File: src/rtl/day7_pkg.sv
// Shared constants and state encoding for the Day 7 map loader.
package day7_pkg;

    localparam int WIDTH_DEF  = 141;
    localparam int HEIGHT_DEF = 141;
    localparam int ROW_AW_DEF = 8;
    localparam int COL_AW_DEF = 8;

    localparam logic [7:0] CH_DOT   = 8'h2E;
    localparam logic [7:0] CH_CARET = 8'h5E;
    localparam logic [7:0] CH_S     = 8'h53;
    localparam logic [7:0] CH_LF    = 8'h0A;
    localparam logic [7:0] CH_CR    = 8'h0D;

    typedef enum logic [1:0] {
        ST_IDLE = 2'd0,
        ST_LOAD = 2'd1,
        ST_DONE = 2'd2,
        ST_ERR  = 2'd3
    } state_t;

endpackage

File: src/rtl/day7_char_class.sv
// Combinational byte classifier: splits an ASCII byte into the grid
// alphabet (cell characters, line feed, carriage return) or "bad".
module day7_char_class
    import day7_pkg::*;
(
    input  logic [7:0] ch,
    output logic       is_cell,
    output logic       cell_bit,
    output logic       is_start,
    output logic       is_lf,
    output logic       is_cr,
    output logic       is_bad
);

    assign is_start = (ch == CH_S);
    assign cell_bit = (ch == CH_CARET);
    assign is_cell  = (ch == CH_DOT) | cell_bit | is_start;
    assign is_lf    = (ch == CH_LF);
    assign is_cr    = (ch == CH_CR);
    assign is_bad   = ~(is_cell | is_lf | is_cr);

endmodule

File: src/rtl/day7_map_loader.sv
// Day 7 map loader: turns a streamed ASCII grid into row bitmaps written
// one row at a time into the solver's map RAM, and reports the 'S' column,
// the number of rows written and done/error status.
module day7_map_loader
    import day7_pkg::*;
#(
    parameter int WIDTH  = WIDTH_DEF,
    parameter int HEIGHT = HEIGHT_DEF,
    parameter int ROW_AW = ROW_AW_DEF,
    parameter int COL_AW = COL_AW_DEF
)
(
    input  logic              clk,
    input  logic              rst_n,
    input  logic              start,
    input  logic              in_valid,
    input  logic [7:0]        in_data,
    output logic              in_ready,
    output logic              row_we,
    output logic [ROW_AW-1:0] row_addr,
    output logic [WIDTH-1:0]  row_data,
    output logic [COL_AW-1:0] start_col,
    output logic              start_found,
    output logic [ROW_AW-1:0] rows_loaded,
    output logic              done,
    output logic              error
);

    localparam logic [COL_AW-1:0] COL_FULL = COL_AW'(WIDTH);
    localparam logic [ROW_AW-1:0] ROW_LAST = ROW_AW'(HEIGHT - 1);

    state_t            state, state_nx;
    logic [COL_AW-1:0] col;
    logic [WIDTH-1:0]  shift_p0;

    logic is_cell, cell_bit, is_start, is_lf, is_cr, is_bad;
    logic accept;
    logic clr_load, do_shift, do_start, do_write, go_err;

    day7_char_class u_class (
        .ch       (in_data),
        .is_cell  (is_cell),
        .cell_bit (cell_bit),
        .is_start (is_start),
        .is_lf    (is_lf),
        .is_cr    (is_cr),
        .is_bad   (is_bad)
    );

    // The loader never stalls the source: it accepts every byte while loading.
    assign in_ready = (state == ST_LOAD);
    assign accept   = in_valid & in_ready;

    // Next-state and per-byte action decode.
    always_comb begin
        state_nx = state;
        clr_load = 1'b0;
        do_shift = 1'b0;
        do_start = 1'b0;
        do_write = 1'b0;
        go_err   = 1'b0;
        case (state)
            ST_LOAD: begin
                if (accept) begin
                    if (is_cell) begin
                        if (col == COL_FULL) begin
                            go_err = 1'b1;
                        end else if (is_start && start_found) begin
                            go_err = 1'b1;
                        end else begin
                            do_shift = 1'b1;
                            do_start = is_start;
                        end
                    end else if (is_lf) begin
                        if (col == COL_FULL) begin
                            do_write = 1'b1;
                            if (rows_loaded == ROW_LAST) begin
                                state_nx = ST_DONE;
                            end
                        end else if (col != '0) begin
                            go_err = 1'b1;
                        end
                    end else begin
                        // Carriage returns are dropped; anything else is malformed.
                        go_err = is_bad & ~is_cr;
                    end
                    if (go_err) begin
                        state_nx = ST_ERR;
                    end
                end
            end
            default: begin
                // IDLE, DONE and ERR all restart on start; LOAD ignores it.
                if (start) begin
                    state_nx = ST_LOAD;
                    clr_load = 1'b1;
                end
            end
        endcase
    end

    // State register.
    always_ff @(posedge clk or negedge rst_n) begin
        if (!rst_n) begin
            state <= ST_IDLE;
        end else begin
            state <= state_nx;
        end
    end

    // Row shift register: new characters enter at bit 0, so after WIDTH
    // shifts column 0 sits in the MSB.
    always_ff @(posedge clk) begin
        if (clr_load) begin
            shift_p0 <= '0;
        end else if (do_shift) begin
            shift_p0 <= {shift_p0[WIDTH-2:0], cell_bit};
        end
    end

    // Counters, status flags and the registered write port.
    always_ff @(posedge clk or negedge rst_n) begin
        if (!rst_n) begin
            col         <= '0;
            rows_loaded <= '0;
            start_col   <= '0;
            start_found <= 1'b0;
            done        <= 1'b0;
            error       <= 1'b0;
            row_we      <= 1'b0;
            row_addr    <= '0;
            row_data    <= '0;
        end else begin
            row_we <= do_write;
            if (clr_load) begin
                col         <= '0;
                rows_loaded <= '0;
                start_col   <= '0;
                start_found <= 1'b0;
                done        <= 1'b0;
                error       <= 1'b0;
            end else begin
                if (do_shift) begin
                    col <= col + 1'b1;
                end
                if (do_start) begin
                    start_col   <= col;
                    start_found <= 1'b1;
                end
                if (do_write) begin
                    col         <= '0;
                    rows_loaded <= rows_loaded + 1'b1;
                    row_addr    <= rows_loaded;
                    row_data    <= shift_p0;
                end
                if (state_nx == ST_DONE && state == ST_LOAD) begin
                    done <= 1'b1;
                end
                if (go_err) begin
                    error <= 1'b1;
                end
            end
        end
    end

endmodule

File: config.mk
export PLATFORM = sky130hd
export DESIGN_NAME = day7_map_loader
export DESIGN_NICKNAME = d
export VERILOG_FILES = /design/src/rtl/day7_pkg.sv /design/src/rtl/day7_char_class.sv /design/src/rtl/day7_map_loader.sv
export SDC_FILE = /design/constraint.sdc
export NUM_CORES = 1
export LEC_CHECK = 0
export BUFFER_PORTS_ARGS = -buffer_cell sky130_fd_sc_hd__clkbuf_2
export CORE_MARGIN = 2
export CORE_UTILIZATION = 50
export CTS_BUF_LIST = sky130_fd_sc_hd__clkbuf_4 sky130_fd_sc_hd__clkbuf_8 sky130_fd_sc_hd__clkbuf_16
export CTS_CLUSTER_SIZE = 14
export DETAILED_ROUTE_END_ITERATION = 10
export GPL_ROUTABILITY_DRIVEN = 0
export PLACE_DENSITY = 0.72
export SLEW_MARGIN = 15
export SYNTH_ARGS = -nofsm -noshare
export SYNTH_HDL_FRONTEND = slang
export SYNTH_SLANG_ARGS = --single-unit
File: constraint.sdc
create_clock -name clk -period 2.52 [get_ports clk]
set_input_delay 0.504 -clock clk [delete_from_list [all_inputs] [get_ports clk]]
set_output_delay 0.504 -clock clk [all_outputs]
set_load 0.1 [all_outputs]
==> reports/metrics.cfg, run 1 <==
[setup_path]
critPathMaxStageDelay_ps=500
crit_slowest_cell=buf_4
critPathLaunchType=flip-flop
path_cells=inv_1, ha_1, and4_1, a21o_1, a211o_4, buf_4, nand2_1, a21oi_1
critPathBufInv=2
crit_required_ps=2980
crit_family=buffers and inverters
crit_path_end_kind=flip-flop
critical_path_arrival_ps=2800
path_class=reg2reg
cp_max_fo=60

[cts]
cts_tree=done
cts.reportedPaths.clkPinSlew_ps=60
cts_sinks=320
clk_latency_ps=540
clock_path_buffers=3
htreeDepth=1
clockRootBuffer=clkbuf_16
cts_buffers=31

[timing]
clock_skew_ps=7.04
setup_viol=0
setup_tns_ps=0
finalHoldViolCount=0
finalMaxSlewViolations=0
relSlewSlack_pct=53.3
fmax_ghz=0.427
rsz0062_at_grt=false
period_share_pct=92.8
tightest_slew_ps=698
finalCriticalPeriod_ps=2340
timing.hold.ws_ps=241

[die]
start_util_pct=51.1
die_w_um=159
dieArea_mm2=0.0252
rows=56
num_io_pins=182
core_area_mm2=0.0235
die_h_um=159

[synth]
synth-seq-cells=320
ys_warn_count=0
ys_types=42
synth_cells=1422
postSynth.asyncResetShare_pct=55.9
synth_nets=1439
synthFlopType=dfrtp_1
synth_edf_count=0
synthesis.area_mm2=0.0120
synth.avg_cell_area_um2=8.43
yosysSeqAreaShare_pct=60.9

[power_and_ir_drop]
peakVddDrop_uv=442
p_int_mw=7.84
switching_share_pct=21.2
powerDensity_mw_per_mm2=686
p_leak_nw=7.07
p_seq_share_pct=51.4
p_clk_share_pct=45.5
p_comb_share_pct=3.1
p_switching_mw=2.10

[global_routing]
antenna_found_initial=0
grt_usage_pct=20.9
grt_pass1_vias=9229
grt_max_degree=84
grt_overflow=0
grt_pass1_wl_um=44900

[placed_design]
dp_hpwl_um=17000
placed_cell_area_mm2=0.0134
placed_cells=1876
numPortBuffers=181

[routing]
drc=0
vias_per_cell=5.00
ant_nets=0
drt-initial-drc-count=509
routedWlPerCell_um=13.6
firstDrtPassIters=5
routed_wirelength_um=26300
vias=9668

[finish]
nFillCells=2073
finalNonFillerCells=1935
multi_input_area_mm2=0.00432
seqCellArea_mm2=0.00730
final_area_mm2=0.0145
drive_gt1_share_pct=17.7
area_growth_pct=20.9
diodes=0
nNetsFinal=1609

[status]
status=finished, final reports clean

[run]
max-cap-violations=0

[hold_path]
worstHoldPathType=in2reg

## tightest hold or removal path, cell delays in order
cell and delay, ps:
clkbuf_2 100, nor2_1 40, nor2_1 90
## area by class of cell
type                    instances  area share [%]
flip-flops and latches        320            50.4
well taps                     319            2.75
clock inverters                 9           0.337
repair buffers                221            9.68
multi-input cells            1007            29.8
inverters                      11           0.285
clock buffers                  48            6.74
## per-stage QoR
stage,power (mW),setup WS (ps),util (%)
floorplan,5.37,209,-
global placement,5.52,-61.1,57.3
detailed placement,5.53,-74.8,57.3
CTS,10.1,153,61.7
global route,10.3,7.95,61.7
finish,9.94,181,61.7
## flip-flops by register name, summed over array words and instances (netlist names)
name and count:
row_data 141, error 1, start_col 8, state 2
start_found 1, col 8, row_we 1, row_addr 8
shift_p0 141, rows_loaded 8, done 1
## cell families after synthesis
logic type / count (synthesis) / share of synthesized area [%]
multiplexers: 1 / 0.0835
AO/OA/AOI/OAI: 184 / 8.17
AND/OR/NAND/NOR: 812 / 26.6
flip-flops: 320 / 60.9
buffers and inverters: 95 / 3.32
adder cells (fa/ha/maj): 5 / 0.522
XOR/XNOR: 5 / 0.366
## synthesized netlist by cell type, types with 5 or more instances
| master | instances | area share, % |
|---|---|---|
| nor2_1 | 13 | 0.41 |
| or3_1 | 5 | 0.26 |
| a21oi_1 | 152 | 6.3 |
| nor4_1 | 5 | 0.26 |
| clkbuf_1 | 68 | 2.1 |
| dfrtp_1 | 179 | 37 |
| nand4_1 | 5 | 0.26 |
| o21ai_0 | 18 | 0.75 |
| buf_4 | 9 | 0.56 |
| nand2_1 | 753 | 24 |
| nand3_1 | 7 | 0.29 |
| ha_1 | 5 | 0.52 |
| a211o_1 | 5 | 0.37 |
| inv_1 | 11 | 0.34 |
| dfxtp_1 | 141 | 24 |
| buf_2 | 6 | 0.25 |
## routing by layer
metal / track usage [%] / up-vias / part of all wire, %
met4: 5.75 / 0 / 2.1
li1: - / 4835 / -
met5: 0 / - / 0
met2: 34.5 / 220 / 48
met3: 3.03 / 44 / 4.8
met1: 28.9 / 4569 / 45
## worst paths after layout
kind | slack, ps | startpoint | depth (start not counted) | end
worst min register to register | 440 | shift_p0[140] | 2 | row_data[140]
worst max-delay path | 180 | col[1] | 8 | shift_p0[94]
min in group asynchronous | 470 | rst_n | 2 | row_data[119]
worst max register to register | 180 | col[1] | 8 | shift_p0[94]
worst min-delay path | 240 | start | 3 | state[0]
max in group asynchronous | 1300 | rst_n | 3 | start_col[2]
## cells in the final DEF, fill, tap and decap left out, types with 3 or more instances in the layout
master,n
nand2_1,753
clkbuf_2,180
dfrtp_1,178
a21oi_1,152
dfxtp_1,141
clkbuf_16,33
buf_4,24
o21ai_0,18
buf_12,15
nor2_1,12
inv_1,11
clkbuf_4,9
nand3_1,7
clkinv_2,7
clkbuf_8,6
nor4_1,5
nand4_1,5
or3_1,5
ha_1,5
a211o_1,4
nand3b_1,3
a21o_1,3
or4_1,3
xnor2_1,3
## power by group through the flow
| stage | clock network (mW) | registers [mW] | logic, mW |
|---|---|---|---|
| after floorplan | 0 | 5.24 | 0.125 |
| after global placement | 0 | 5.22 | 0.309 |
| after detailed placement | 0 | 5.22 | 0.309 |
| after CTS | 4.64 | 5.11 | 0.311 |
| after global routing | 4.85 | 5.11 | 0.336 |
| final | 4.52 | 5.11 | 0.305 |
## what timing repair did
item                                    in CTS  in global routing
gates resized for setup                      0                  1
hold buffers                                 1                  0
buffers inserted                             0                  1
endpoints found under the setup margin       0                 50
hold endpoints to repair                    40                  0
No activity file was read; power rests on OpenSTA's default activity.
==> inputs of run 2 (changes only) <==
- ABC_AREA: default -> 1
- PLACE_DENSITY: 0.72 -> 0.7
==> run 2 against run 1 <==
- worst setup slack improved by 8.4 ps
- total power rose by 13%
- synthesized cell count rose by 27%
- combinational power rose to 2.9 times the previous value
- synthesized area rose by 19%
- critical path type unchanged
- highest routed layer unchanged
==> reports/metrics.cfg, run 2 <==
[status]
status=finished, final reports clean

[setup_path]
crit_path_end_kind=flip-flop
critPathMaxStageDelay_ps=490  ; about the same
path_cells=inv_1, ha_1, nand3_1, inv_2, nand2_2, inv_2, nand3_4, buf_12, nand2_1, o21ai_2
critPathBufInv=4  ; +2
cp_max_fo=200  ; +230%
timing.rr.start=col[1]
critical_path_arrival_ps=2740  ; -60 ps
reg2reg_to=row_data[110]
path_class=reg2reg
reg2regPathDepth=10  ; +2
crit_slowest_cell=buf_12
cpMostUsedCell=inv_2
critPathLaunchType=flip-flop
crit_family=buffers and inverters
crit_required_ps=2930  ; -50 ps
reg2reg_slack_ps=190  ; about the same

[finish]
post-route-util_pct=58.6  ; -3.1 points
diodes=0  ; unchanged
final_common_cell=nand2_1
top_regs=row_data x141, shift_p0 x141
nNetsFinal=1941  ; +21%
drive_gt1_share_pct=23.7  ; +6.0 points
final_cell_mix=nand2_1, inv_1, clkbuf_2
area_growth_pct=14.9

[hold_path]
holdCritStartpoint=start
holdPathEnd=state[0]
hold_depth=3  ; unchanged
worstHoldPathType=in2reg

[timing]
clock_skew_ps=17.0  ; +9.97 ps
fmax_ghz=0.429  ; +0.36%
relSlewSlack_pct=18.8  ; -35 points
finalHoldViolCount=0  ; unchanged
finalCriticalPeriod_ps=2330  ; -8.37 ps
period_share_pct=92.5  ; -0.33 points
setup_tns_ps=0  ; unchanged
rsz0062_at_grt=false
timing.hold.ws_ps=254  ; +13.5 ps
finalMaxSlewViolations=0  ; unchanged
setup_viol=0  ; unchanged
tightest_slew_ps=1220  ; +520 ps

[die]
die_h_um=173  ; +8.7%
rows=61  ; +8.9%
start_util_pct=51.0  ; about the same
core_area_mm2=0.0279  ; +19%
die_w_um=173  ; +8.7%
dieArea_mm2=0.0298  ; +18%
num_io_pins=182  ; unchanged

[synth]
synth_cells=1799  ; +27%
synthXorXnorAreaFrac_pct=0.432  ; +0.066 points
synth-seq-cells=320  ; unchanged
synth_top_family_by_area=simple AND/OR/NAND/NOR gates
ys_warn_count=0  ; unchanged
synthFlopType=dfrtp_1
synth_compound_area_share_pct=8.00  ; -0.17 points
synth_edf_count=0  ; unchanged
synth_top_area_share_pct=31.5  ; -5.9 points
yosysSeqAreaShare_pct=51.4  ; -9.5 points
synth.avg_cell_area_um2=7.90  ; -6.3%
synthTopCellsByCount=nand2_1, inv_1, dfrtp_1
synth_most_common_cell=nand2_1
ys_types=29  ; -31%
synth_mux_area_share_pct=0  ; -0.084 points
synth-adder-area-share_pct=0.440  ; -0.082 points
synthTopCellsByArea=dfrtp_1, dfxtp_1, nand2_1, nand4_1, inv_1
synth_nets=1816  ; +26%
synth_top_area_cell=dfrtp_1
synthesis.area_mm2=0.0142  ; +19%
synth-simple-area-share_pct=26.2  ; -0.44 points
postSynth.asyncResetShare_pct=55.9  ; unchanged

[global_routing]
antenna_found_initial=0  ; unchanged
grt_pass1_vias=10800  ; +17%
grt_pass1_wl_um=53100  ; +18%
grt_usage_pct=21.0  ; +0.075 points
grt_max_degree=201  ; +140%
grt_overflow=0  ; unchanged

[routing]
vias_per_cell=4.86  ; -2.7%
ant_nets=0  ; unchanged
drt-initial-drc-count=879  ; +73%
drc=0  ; unchanged
vias=11300  ; +17%
firstDrtPassIters=5  ; unchanged
routedWlPerCell_um=13.4  ; -1.4%
routed_wirelength_um=31200  ; +19%

[cts]
cts_buffers=35  ; +13%
htreeDepth=2  ; +1
clk_latency_ps=500  ; -40 ps
cts.reportedPaths.clkPinSlew_ps=60  ; about the same
cts_tree=done
post_cts_buffers=0  ; unchanged
clock_path_buffers=3  ; unchanged
clockRootBuffer=clkbuf_16
cts_sinks=320  ; unchanged

[run]
max-cap-violations=0  ; unchanged

[placed_design]
dp_hpwl_um=18300  ; +8.0%
numPortBuffers=181  ; unchanged

[power_and_ir_drop]
powerDensity_mw_per_mm2=685  ; -0.16%
total_power_mw=11.2  ; +13%
peakVddDrop_uv=393  ; -11%
p_leak_nw=8.61  ; +22%

-- run 2: cell types whose count changed after synthesis, sizes merged, moves of 70 or more --
cell   previous run  this run
nand4             5       147
a21oi           152         2
nand2           753       526
inv              11       320
o21ai            18       156
nor2             13       169
buf              16        86
-- run 2: what timing repair did --
action,CTS,global route
hold endpoints to repair,30,0
gates resized for setup,0,0
hold buffers,1,0
-- run 2: cell type report --
| type | count | area, um2 |
|---|---|---|
| sequential | 320 | 7300 |
| fill | 2519 | 11500 |
| inverter | 321 | 1210 |
| multi-input combinational | 1045 | 5000 |
| clock buffer | 55 | 1100 |
| timing repair buffer | 201 | 1190 |
| clock inverter | 8 | 45.0 |
| tap | 378 | 473 |
-- run 2: logic make-up (layout without fill, tap and decap cells) --
kind of cell               after synthesis  after routing
DFF                                    320            320
and+or+nand+nor                        874            874
buffers and inverters                  434            585
adders and majority gates                5              5
xor gates and xnor gates                 7              7
AOI/OAI and AO/OA                      159            159
-- run 2: worst reg2reg max path: cells and delay by family (launching register included) --
kind	cells	cell delay [ps]
flip-flops	1	420
AND/OR/NAND/NOR	4	870
buffers and inverters	4	680
adder cells (fa/ha/maj)	1	180
AO/OA/AOI/OAI	1	100
-- run 2: where the power goes --
group	internal [mW]	leakage (nW)	switching [mW]
registers	5.20	3.62	0.0872
clock network	3.00	0.578	1.99
logic	0.239	4.41	0.660
total	8.44	8.61	2.74
-- run 2: worst max path at each step --
stage | end | depth (start not counted) | slack, ps | startpoint
2_1_floorplan | row_data[10] | 9 | 130 | state[1]
3_3_place_gp | col[2] | 12 | 330 | col[1]
3_5_place_dp | col[4] | 12 | 270 | col[1]
4_1_cts | col[2] | 12 | 250 | col[1]
5_1_grt | col[2] | 12 | 3 | col[1]
6_report | row_data[110] | 10 | 190 | col[1]
-- run 2: per-stage QoR --
stage	area (um2)	setup WS, ps	cells
2_1_floorplan	14200	127	1799
3_3_place_gp	15200	335	2264
3_5_place_dp	15200	266	2264
4_1_cts	16300	249	2328
5_1_grt	16300	3.33	2328
6_report	16300	189	2328
-- run 2: routing by layer --
metal  share of wire (%)  wire (um)  up-vias  GRT usage, %
met1                  46      14500     5258          28.5
met5                   0          0        -             0
met3                 4.9       1520       32          3.54
met4                 1.4        441        0          4.95
met2                  47      14800      245          35.2
li1                    -          -     5777             -
